==> src/rtl/mult_div_unit.sv <==
// Iterative signed multiply (shift-add) / divide (restoring) unit producing HI/LO, one bit per cycle.
// Optional macro MULT_DIV_UNSIGNED_EN adds an op_unsigned input for multu/divu.
module mult_div_unit #(
  parameter int WIDTH = 32
) (
  input  logic             clk,
  input  logic             reset,
  input  logic             start,
  input  logic             op,
`ifdef MULT_DIV_UNSIGNED_EN
  input  logic             op_unsigned,
`endif
  input  logic [WIDTH-1:0] a,
  input  logic [WIDTH-1:0] b,
  output logic             busy,
  output logic             done,
  output logic             div_zero,
  output logic [WIDTH-1:0] hi,
  output logic [WIDTH-1:0] lo
);

  localparam int CW = (WIDTH > 1) ? $clog2(WIDTH) : 1;

  typedef enum logic [1:0] {
    IDLE = 2'd0,
    CALC = 2'd1,
    FIX  = 2'd2,
    ZERO = 2'd3
  } state_t;

  state_t           state;
  logic [CW-1:0]    count;
  logic             op_div;
  logic             neg_lo;     // sign of product or quotient
  logic             neg_hi;     // sign of remainder (dividend sign)
  logic [WIDTH-1:0] acc_hi;     // product high half / partial remainder
  logic [WIDTH-1:0] acc_lo;     // multiplier being consumed / quotient being built
  logic [WIDTH-1:0] dvsr;       // magnitude of b

  logic             signed_op;
  logic             a_neg;
  logic             b_neg;
  logic [WIDTH-1:0] a_mag;
  logic [WIDTH-1:0] b_mag;

`ifdef MULT_DIV_UNSIGNED_EN
  assign signed_op = ~op_unsigned;
`else
  assign signed_op = 1'b1;
`endif

  // Negating INT_MIN yields 2^(W-1) when read as unsigned, which is exactly its magnitude.
  assign a_neg = signed_op & a[WIDTH-1];
  assign b_neg = signed_op & b[WIDTH-1];
  assign a_mag = a_neg ? -a : a;
  assign b_mag = b_neg ? -b : b;

  logic [WIDTH:0]     mul_sum;
  logic [WIDTH:0]     div_shift;
  logic [WIDTH:0]     div_diff;
  logic               div_ge;
  logic [2*WIDTH-1:0] prod_fix;
  logic [WIDTH-1:0]   quo_fix;
  logic [WIDTH-1:0]   rem_fix;

  // NOTE: every combinational output gets a default first so no path leaves it unassigned (no latch).
  always_comb begin
    mul_sum   = '0;
    div_shift = '0;
    div_diff  = '0;
    div_ge    = 1'b0;
    prod_fix  = '0;
    quo_fix   = '0;
    rem_fix   = '0;

    mul_sum   = {1'b0, acc_hi} + (acc_lo[0] ? {1'b0, dvsr} : {(WIDTH+1){1'b0}});
    div_shift = {acc_hi, acc_lo[WIDTH-1]};
    div_diff  = div_shift - {1'b0, dvsr};
    div_ge    = (div_shift >= {1'b0, dvsr});

    prod_fix  = neg_lo ? -{acc_hi, acc_lo} : {acc_hi, acc_lo};
    quo_fix   = neg_lo ? -acc_lo : acc_lo;
    rem_fix   = neg_hi ? -acc_hi : acc_hi;
  end

  // NOTE: all state and outputs use non-blocking assignments so every register samples pre-edge values.
  always_ff @(posedge clk or negedge reset) begin
    if (!reset) begin
      state    <= IDLE;
      count    <= '0;
      op_div   <= 1'b0;
      neg_lo   <= 1'b0;
      neg_hi   <= 1'b0;
      acc_hi   <= '0;
      acc_lo   <= '0;
      dvsr     <= '0;
      busy     <= 1'b0;
      done     <= 1'b0;
      div_zero <= 1'b0;
      hi       <= '0;
      lo       <= '0;
    end else begin
      done     <= 1'b0;
      div_zero <= 1'b0;
      case (state)
        IDLE: begin
          if (start) begin
            op_div <= op;
            neg_lo <= a_neg ^ b_neg;
            neg_hi <= a_neg;
            acc_hi <= '0;
            acc_lo <= a_mag;
            dvsr   <= b_mag;
            count  <= '0;
            busy   <= 1'b1;
            state  <= (op && (b == '0)) ? ZERO : CALC;
          end
        end

        CALC: begin
          if (op_div) begin
            // Restoring step: shift in the next dividend bit, subtract only if it fits.
            acc_hi <= div_ge ? div_diff[WIDTH-1:0] : div_shift[WIDTH-1:0];
            acc_lo <= {acc_lo[WIDTH-2:0], div_ge};
          end else begin
            acc_hi <= mul_sum[WIDTH:1];
            acc_lo <= {mul_sum[0], acc_lo[WIDTH-1:1]};
          end
          count <= count + 1'b1;
          if (count == CW'(WIDTH-1)) state <= FIX;
        end

        FIX: begin
          if (op_div) begin
            hi <= rem_fix;
            lo <= quo_fix;
          end else begin
            hi <= prod_fix[2*WIDTH-1:WIDTH];
            lo <= prod_fix[WIDTH-1:0];
          end
          done  <= 1'b1;
          busy  <= 1'b0;
          state <= IDLE;
        end

        ZERO: begin
          done     <= 1'b1;
          div_zero <= 1'b1;
          busy     <= 1'b0;
          state    <= IDLE;
        end

        default: state <= IDLE;
      endcase
    end
  end

endmodule

==> config.mk <==
export PLATFORM = sky130hd
export DESIGN_NAME = mult_div_unit
export DESIGN_NICKNAME = d
export VERILOG_FILES = /design/src/rtl/mult_div_unit.sv
export SDC_FILE = /design/constraint.sdc
export NUM_CORES = 1
export LEC_CHECK = 0
export ABC_AREA = 0
export CORE_MARGIN = 1.5
export CORE_UTILIZATION = 44
export DETAILED_ROUTE_END_ITERATION = 12
export GPL_TIMING_DRIVEN = 0
export MAX_ROUTING_LAYER = met4
export PLACE_DENSITY = 0.71
export SYNTH_ARGS = -nofsm -noshare
export SYNTH_HDL_FRONTEND = slang
export SYNTH_SLANG_ARGS = --single-unit
==> constraint.sdc <==
create_clock -name clk -period 7.6 [get_ports clk]
set_clock_uncertainty 0.1 [all_clocks]
set_input_delay 0.76 -clock clk [delete_from_list [all_inputs] [get_ports clk]]
set_output_delay 0.76 -clock clk [all_outputs]
set_load 0.005 [all_outputs]
## After elaboration in Yosys (flattened, before gate mapping)

Cells that the tools add are included.

| word-level totals | value |
|---|---|
| bits in registers | 173 |
| bits in latches | 0 |
| RAM bits | 0 |
| memory bits (read-only) | 0 |
| bits of input ports | 68 |
| output and inout bits | 67 |
| word-level logic and storage cells | 64 |
| memories kept | 0 |

| cells by class | value |
|---|---|
| add/sub/neg operators | 8 |
| $mul | 0 |
| divide/modulo/power cells | 0 |
| order comparisons | 1 |
| eq/ne operators | 6 |
| shift operators | 0 |
| multiplexer cells | 25 |
| bitwise gates (word level) | 1 |
| reduce and logical (&&, ||, !) cells | 10 |

Operator list:

| cell | number |
|---|---|
| 32-bit 2-to-1 mux | 12 |
| 32-bit negation | 4 |
| 32-bit one-hot mux with 2 select lines | 2 |
| 64-bit 2-to-1 mux | 1 |
| 64-bit negation | 1 |
| 32-bit by 32-bit adder with 33-bit output | 1 |
| 33-bit by 32-bit greater-or-equal comparator with 1-bit output | 1 |
| 32-bit zero test | 1 |
| 32-bit subtractor | 1 |
| 5-bit one-hot mux with 2 select lines | 1 |
| 2-bit AND reduction | 4 |
| 2-bit 2-to-1 mux | 3 |
| 2-bit one-hot mux with 3 select lines | 1 |
| 5-bit by 1-bit adder with 5-bit output (second input constant) | 1 |
| 5-bit equality test (second input constant) | 1 |
| 5-bit 2-to-1 mux | 1 |
| 2-bit equality test (second input constant) | 2 |
| 2-bit inequality test (second input constant) | 2 |
| 2-bit nonzero test | 2 |
| 1-bit 2-to-1 mux | 3 |
| 2-bit by 1-bit equality test with 1-bit output (second input constant) | 1 |
| 2-bit zero test | 1 |
| 1-bit one-hot mux with 2 select lines | 1 |
| 2-bit OR reduction | 1 |
| other kinds (2) | 2 |

## Logic depth before layout (Yosys ltp)

Gate-level depths: netlist (run 1).

| logic depth | value |
|---|---|
| depth after elaboration | 5 |
| gate-level depth with buffers | 14 |
| mapped depth without buffers | 13 |

## Worst setup path after synthesis (run 1)

OpenSTA, ideal clock, no wires.

| path | value |
|---|---|
| path type | reg-to-reg |
| from | reg acc_lo[31] |
| to | reg acc_hi[30] |
| data arrival time | 3.210 ns |
| data required time | 7.396 ns |
| setup slack | 4.186 ns |
| cell stages (with the launch flop) | 14 |
| path buffers | 0 |
| period minus slack after synthesis | 3.414 ns |
| cell sequence | dfrtp_1 -> inv_1 -> ha_1 -> inv_1 -> fa_1 -> a211oi_1 -> o21bai_1 -> a221oi_1 -> o21ai_0 -> a311oi_1 -> o31ai_1 -> xor2_1 -> mux2i_1 -> a221oi_1 |

| between the ends | value |
|---|---|
| longest elaborated chain between the ends | 4 |
| elaborated cells on any way between the ends | 5 |

RTL lines:

| element | RTL line | source |
|---|---|---|
| start: declaration | 37 | `logic [WIDTH-1:0] acc_lo;` |
| start signal: assignment | 112 | `acc_lo <= a_mag;` |
| start signal: assignment | 124 | `acc_lo <= {acc_lo[WIDTH-2:0], div_ge};` |
| start signal: assignment | 127 | `acc_lo <= {mul_sum[0], acc_lo[WIDTH-1:1]};` |
| 32-bit subtractor / 33-bit by 32-bit greater-or-equal comparator with 1-bit output (equally long branches) | 78, 79 |  |
| 32-bit 2-to-1 mux * | 123 | `acc_hi <= div_ge ? div_diff[WIDTH-1:0] : div_shift[WIDTH-1:0];` |
| 32-bit 2-to-1 mux * | 121 | `if (op_div) begin` |
| 32-bit one-hot mux with 2 select lines * | 105 | `case (state)` |
| end signal: assignment | 123 |  |
| end signal: assignment | 126 | `acc_hi <= mul_sum[WIDTH:1];` |
| end: declaration | 36 | `logic [WIDTH-1:0] acc_hi;` |

Mark *: on every way between the ends. The rest lies on a longest branch, timed or not.
A chain may end at the register's enable or synchronous reset.

## Final worst setup path (run 1)

| path | value |
|---|---|
| from | reg acc_lo[0] |
| to | reg acc_hi[30] |

| between the ends | value |
|---|---|
| longest elaborated chain between the ends | 4 |

RTL lines:

| element | RTL line | source |
|---|---|---|
| 32-bit 2-to-1 mux | 76 | `mul_sum = {1'b0, acc_hi} + (acc_lo[0] ? {1'b0, dvsr} : {(WIDTH+1){1'b0}});` |
| 32-bit by 32-bit adder with 33-bit output | 76 |  |
| 32-bit 2-to-1 mux | 121 |  |
| 32-bit one-hot mux with 2 select lines | 105 |  |

No other way between the ends.

==> summary.txt, run 1 <==
Outcome
  – Status: finished, final reports clean

Layout
  – Final nets: 1947
  – Area occupied by multi-input gates: 0.00862 sq mm
  – Antenna Cells: 0
  – Area grow syn2layout: 18.4%
  – Fill cells: roughly 2900
  – Sequential cell area: 0.00433 sq mm
  – Most frequent cells in the layout: nand2_1 (224), o21ai_0 (213), dfrtp_1 (173)
  – Commonest non-fill, non-tap cell in the layout: nand2_1
  – Cell Count, Final, Fillers Out: 2210
  – Share of cells above drive strength 1: 3.90%

Global routing
  – Initial antenna violation count: 0
  – Grt ovf: 0
  – Overall routing resource usage: 28.2%
  – Largest net degree at the start of global routing: 104
  – Vias in the first global route: 12500
  – First-pass GRT wire length: about 68000 microns

STA
  – Fin crit period: 4.84 ns
  – Setup violators final: 0
  – Worst Max-Slew Pin Slew: roughly 1.0 ns
  – Slew headroom: 33.6%
  – Hold Fails Final Rpt: 0
  – Slew Viols, Final: 0
  – RSZ-0062 raised after global routing: false
  – PnR worst setup slack: 2.76 ns
  – Max Freq: slightly above 200 MHz
  – Part of the cycle the worst path needs: 63.7%

Drt
  – Pre-antenna DRT Iters: 5
  – Mean routed wirelength per cell: between 15 and 20 microns
  – Post-route ant nets: 0
  – Vias: 13200
  – Via density: roughly 6.0
  – DRC violation count after routing: 0
  – Final WL: 43000 microns
  – Iter 0 DRT Violations: 1263

Synth
  – YS warnings: 0
  – Synthesized flop and latch total: between 150 and 200
  – Syn_area_per_cell: 8.17 sq um
  – Post-Syn Area: 0.0135 sq mm
  – Mapped Cells: between 1500 and 2000
  – Synth unique cells: between 70 and 80
  – Post-synth ARST share: 100%
  – Main synth FF type: dfrtp_1
  – Sequential share of the synthesized area: 32.0%
  – Post-synth EDFFs: 0
  – Syn_nets: 1794

Worst setup path
  – Crit-path cells: inv_1, buf_1, nor2_1, ha_1, a21oi_1, nand2_1, o21a_1, o31ai_1, o21ai_0, a311o_1, a211oi_1, xor2_1, a221oi_1
  – R2R setup slack: roughly 2.8 ns
  – WP data required: 7.84 ns
  – RR Startpoint: acc_lo[0]
  – Worst Path Max Fanout: 10
  – Crit path buf inv count: 2
  – Worst Reg-to-Reg Cells: 13
  – Crit path max-delay family: compound AO/OA/AOI/OAI gates
  – Critical path arrival: slightly above 5 ns
  – RR Endpoint: acc_hi[30]
  – CP Launch Type: flop
  – Slowest stage delay, CP: roughly 0.66 ns
  – WS Path Type: flop to flop
  – Crit-path slowest cell: o31ai_1
  – Crit end category: flop

Floorplanning
  – Core Area: around 0.03 sq mm
  – Site Rows: 63
  – Die area: 0.0318 sq mm
  – Initial Util: between 40% and 50%
  – # IOs: 135
  – DIE WIDTH: roughly 180 microns
  – DIE HEIGHT: ~180 microns

Placement
  – GPL Wtd Cong: 0.944
  – IO buf count: between 100 and 150
  – Pre-CTS setup slack: 2.98 ns
  – Detailed Place HPWL: 33300 microns
  – Post-Place Cells: 2178

Power
  – Total power: 7680 uW
  – P_leak: 0.00670 uW
  – Power Density: between 400 and 500 mW/mm^2
  – VDD IR max: 0.000211 V

Clock network
  – CTS Hold Bufs: 0
  – Htree depth: 4
  – Root Driver: clkbuf_16
  – CTS sink count: 173
  – Clk slew on worst S/H paths: 0.08 ns
  – Clock Latency Late Sink: 0.45 ns
  – Clock Tree Buf Depth: 2
  – Post-cts resize count: 0
  – Total CTS buffers: 17
  – CTS tree: built
  – Post-CTS Setup Bufs: 0

Hold path
  – Hold WC Path Type: input port to asynchronous set/reset pin

Flow run
  – Max_cap viols: 0
-- Yosys cell counts, types with 12 or more instances --
cell type    n  share of area [%]
o41ai_1     12               0.78
nor3_1      31                1.1
a21o_1      24                1.3
or3_1       27                1.2
a22oi_1     14               0.78
o21a_1      12               0.67
nor2_1     101                2.8
o21ai_1     12               0.44
buf_1       16               0.44
ha_1        70                6.5
nand2_1    224                6.2
dfrtp_1    173                 32
o21ai_0    213                7.9
inv_1       54                1.5
clkbuf_1    69                1.9
xnor2_1     60                3.9
a21oi_1     86                3.2
mux2i_1     45                3.3
nand3_1     24               0.89
a31oi_1     19               0.88
o31ai_1     30                1.7
o211ai_1    34                1.9
nand2b_1    18               0.83
nor4_1      12               0.56
xor2_1     116                7.5
-- layout make-up --
class	instances	share of cell area, %
plain buffers	92	2.25
inverters	54	1.27
well taps	390	3.05
multi-input cells	1335	53.9
flip-flops and latches	173	27.1
repair buffers	134	8.52
clock inverters	15	1.31
clock buffers	17	2.66
-- registers in the layout, summed over array words and instances, names as in the netlist --
register,flops
acc_hi,32
dvsr,32
op_div,1
done,1
hi,32
div_zero,1
acc_lo,32
state,2
neg_hi,1
count,5
lo,32
neg_lo,1
busy,1
-- through the flow --
stage          area (sq um)  TNS [ns]  hold slack [ns]  util [%]
2_1_floorplan         13500         0            0.350         -
5_1_grt               16000         0            0.214      53.4
3_5_place_dp          15400         0            0.371      51.3
4_1_cts               16000         0            0.194      53.4
3_3_place_gp          15300   -272.90            0.364      51.2
6_report              16000         0            0.175      53.4
-- cell families after synthesis --
family | after synthesis | synth area share (%)
AND/OR/NAND/NOR | 517 | 18.3
flip-flops | 173 | 32.0
AO/OA/AOI/OAI | 521 | 23.6
adder cells (fa/ha/maj) | 72 | 6.78
multiplexers | 49 | 3.67
XOR/XNOR | 176 | 11.4
buffers and inverters | 146 | 4.17
-- worst register-to-register path, cell delays in order, from the launching register on --
cell and delay (ns):
dfrtp_1 0.44, inv_1 0.34, buf_1 0.49, nor2_1 0.11
ha_1 0.37, a21oi_1 0.17, nand2_1 0.10, o21a_1 0.22
o31ai_1 0.66, o21ai_0 0.44, a311o_1 0.47, a211oi_1 0.40
xor2_1 0.14, a221oi_1 0.30
-- metal layers --
layer | up-vias | global-route usage (%) | wire length (microns)
met2 | 554 | 43.2 | 18900
met4 | 0 | 8.02 | 849
met3 | 65 | 3.26 | 3160
li1 | 6248 | - | -
met1 | 6332 | 39.4 | 20100
met5 | - | - | 0
-- worst max path at each step --
stage	start	end	slack, ns	cells after the start
final	acc_lo[0]	acc_hi[30]	2.76	13
after global routing	acc_lo[0]	acc_hi[29]	2.70	13
after CTS	acc_lo[0]	acc_hi[30]	2.91	13
after detailed placement	acc_lo[0]	acc_hi[30]	2.98	13
after global placement	reset	hi[16]	-1.60	1
after floorplan	acc_lo[31]	acc_hi[30]	4.19	13
-- power breakdown --
part           internal [uW]  leakage [uW]  switching, uW
Combinational           2020       0.00416           2950
Sequential              1270       0.00223            499
Clock                    456      0.000303            488
Power figures use the tool's default switching activity.
==> run 2, diff against run 1 <==
- PLACE_DENSITY: 0.71 -> 0.74
- clock period: 7.6 -> 4.1 ns (I/O delays scaled with it)
==> run 2 against run 1 <==
  * Global-route usage is 0.41 points higher
  * Total power grew 88%
  * Combinational power increased by 88%
  * Design area grew 0.70%
  * Maximum frequency increased by 21%
  * Sequential share of layout area fell by 0.19 points
  * Largest cell class unchanged
  * Largest power group unchanged
==> summary.txt, run 2 (synthesis results as in run 1) <==
Drt
  – Final WL: approximately 43000 microns
  – DRC violation count after routing: 0
  – Post-route ant nets: 0
  – Vias: 13200
  – Via density: between 5 and 6
  – Pre-antenna DRT Iters: 6
  – Mean routed wirelength per cell: roughly 20 microns
  – Iter 0 DRT Violations: 1049

Global routing
  – Initial antenna violation count: 0
  – First-pass GRT wire length: 68600 microns
  – Vias in the first global route: ~13000
  – Overall routing resource usage: approximately 29%
  – Grt ovf: 0
  – Largest net degree at the start of global routing: 120

Clock network
  – Clock Tree Buf Depth: 2
  – Total CTS buffers: 17
  – Htree depth: 4
  – CTS tree: built
  – Clk slew on worst S/H paths: 0.09 ns
  – CTS sink count: around 170
  – Clock Latency Late Sink: ~0.45 ns
  – Root Driver: clkbuf_16

STA
  – Fin crit period: around 4 ns
  – Setup_tns: 0 ns
  – Slew Viols, Final: 0
  – PnR worst setup slack: 0.0935 ns
  – Part of the cycle the worst path needs: 97.7%
  – Setup violators final: 0
  – Max Freq: 250 MHz
  – Slew headroom: between 30% and 40%
  – Worst Max-Slew Pin Slew: slightly below 1 ns
  – RSZ-0062 raised after global routing: false
  – Hold Fails Final Rpt: 0

Worst setup path
  – CP Launch Type: flop
  – WP data required: 4.32 ns
  – Critical path arrival: 4.22 ns
  – Crit end category: flop
  – WS Path Type: flop to flop
  – Worst Path Max Fanout: 5

Floorplanning
  – DIE HEIGHT: 178 microns
  – Site Rows: 63
  – DIE WIDTH: 178 microns
  – Core Area: 0.0300 sq mm
  – Die area: between 0.03 and 0.04 sq mm
  – Initial Util: ~45%
  – # IOs: 135

Flow run
  – Max_cap viols: 0

Layout
  – Final nets: 1950
  – Area grow syn2layout: 19.2%
  – Sequential cell area: 0.00433 sq mm
  – Cell area after layout: 0.0161 sq mm
  – Fill cells: 2876
  – Commonest non-fill, non-tap cell in the layout: nand2_1
  – Area occupied by multi-input gates: 0.00869 sq mm
  – Cell Count, Final, Fillers Out: 2213
  – Most frequent cells in the layout: nand2_1 (224), o21ai_0 (212), dfrtp_1 (173)
  – Antenna Cells: 0
  – Share of cells above drive strength 1: under 10%

Placement
  – Placed cell area: 0.0154 sq mm
  – Post-Place Cells: 2178
  – Detailed Place HPWL: roughly 34000 microns
  – Pre-CTS setup slack: -0.635 ns
  – IO buf count: 133
  – GPL Wtd Cong: ~0.97

Power
  – VDD IR max: roughly 0.00042 V
  – P_leak: ~0.0067 uW
  – Total power: about 14000 uW
  – Power Density: 895 mW/mm^2

Outcome
  – Status: finished, final reports clean

Hold path
  – Hold WC Path Type: input port to asynchronous set/reset pin
run 2: repair_timing:
action / in CTS / in global routing
hold buffers: 1 / 0
gates resized for setup: 9 / 8
hold endpoints to repair: 54 / 0
pin swaps: 0 / 2
setup buffers: 0 / 2
setup endpoints to repair: 10 / 7
run 2: report_power, final:
group | internal (uW) | leakage (uW) | switching, uW
clock | 859 | 0.000308 | 914
combinational | 3800 | 0.00418 | 5550
sequential | 2360 | 0.00223 | 934
total | 7020 | 0.00672 | 7400
run 2: path summary, 6_finish.rpt:
check / start / end / cells after the start / slack, ns
setup / recovery: dvsr[0] / acc_hi[29] / 13 / 0.09
hold reg to reg: lo[0] / lo[0] / 2 / 0.38
min in group clk: lo[0] / lo[0] / 2 / 0.38
max in group asynchronous: reset / hi[20] / 3 / 2.56
setup reg to reg: dvsr[0] / acc_hi[29] / 13 / 0.09
hold / removal: reset / count[1] / 2 / 0.37
run 2: final cells by class:
cell class | count | area share, %
clock inverter | 15 | 1.34
buffer | 92 | 2.26
inverter | 54 | 1.28
tap | 390 | 3.03
clock buffer | 17 | 2.64
timing repair buffer | 137 | 8.62
sequential | 173 | 26.9
multi-input combinational | 1335 | 54.0
run 2: worst max-delay path: stages, from the launching register on:
cell and delay (ns):
dfrtp_1 0.48, and2_1 0.17, ha_1 0.15, inv_1 0.05, fa_1 0.40, nand2b_1 0.22, a21oi_1 0.29, o2111ai_1 0.28
a21oi_4 0.35, a41oi_2 0.31, o311a_1 0.46, o31a_1 0.28, o21ai_0 0.21, o211ai_1 0.13
run 2: metrics by stage:
stage | hold slack (ns) | utilization [%]
2_1_floorplan | 0.0144 | -
3_3_place_gp | 0.365 | 51.2
3_5_place_dp | 0.263 | 51.3
4_1_cts | 0.382 | 53.6
5_1_grt | 0.406 | 53.8
6_report | 0.368 | 53.8
run 2: metal layers:
metal	vias to the layer above	global-route usage, %	share of wire, %
met5	-	-	0
met4	0	8.16	2.1
met3	60	4.67	8.0
met2	545	44.0	45
met1	6304	39.0	45
li1	6261	-	-
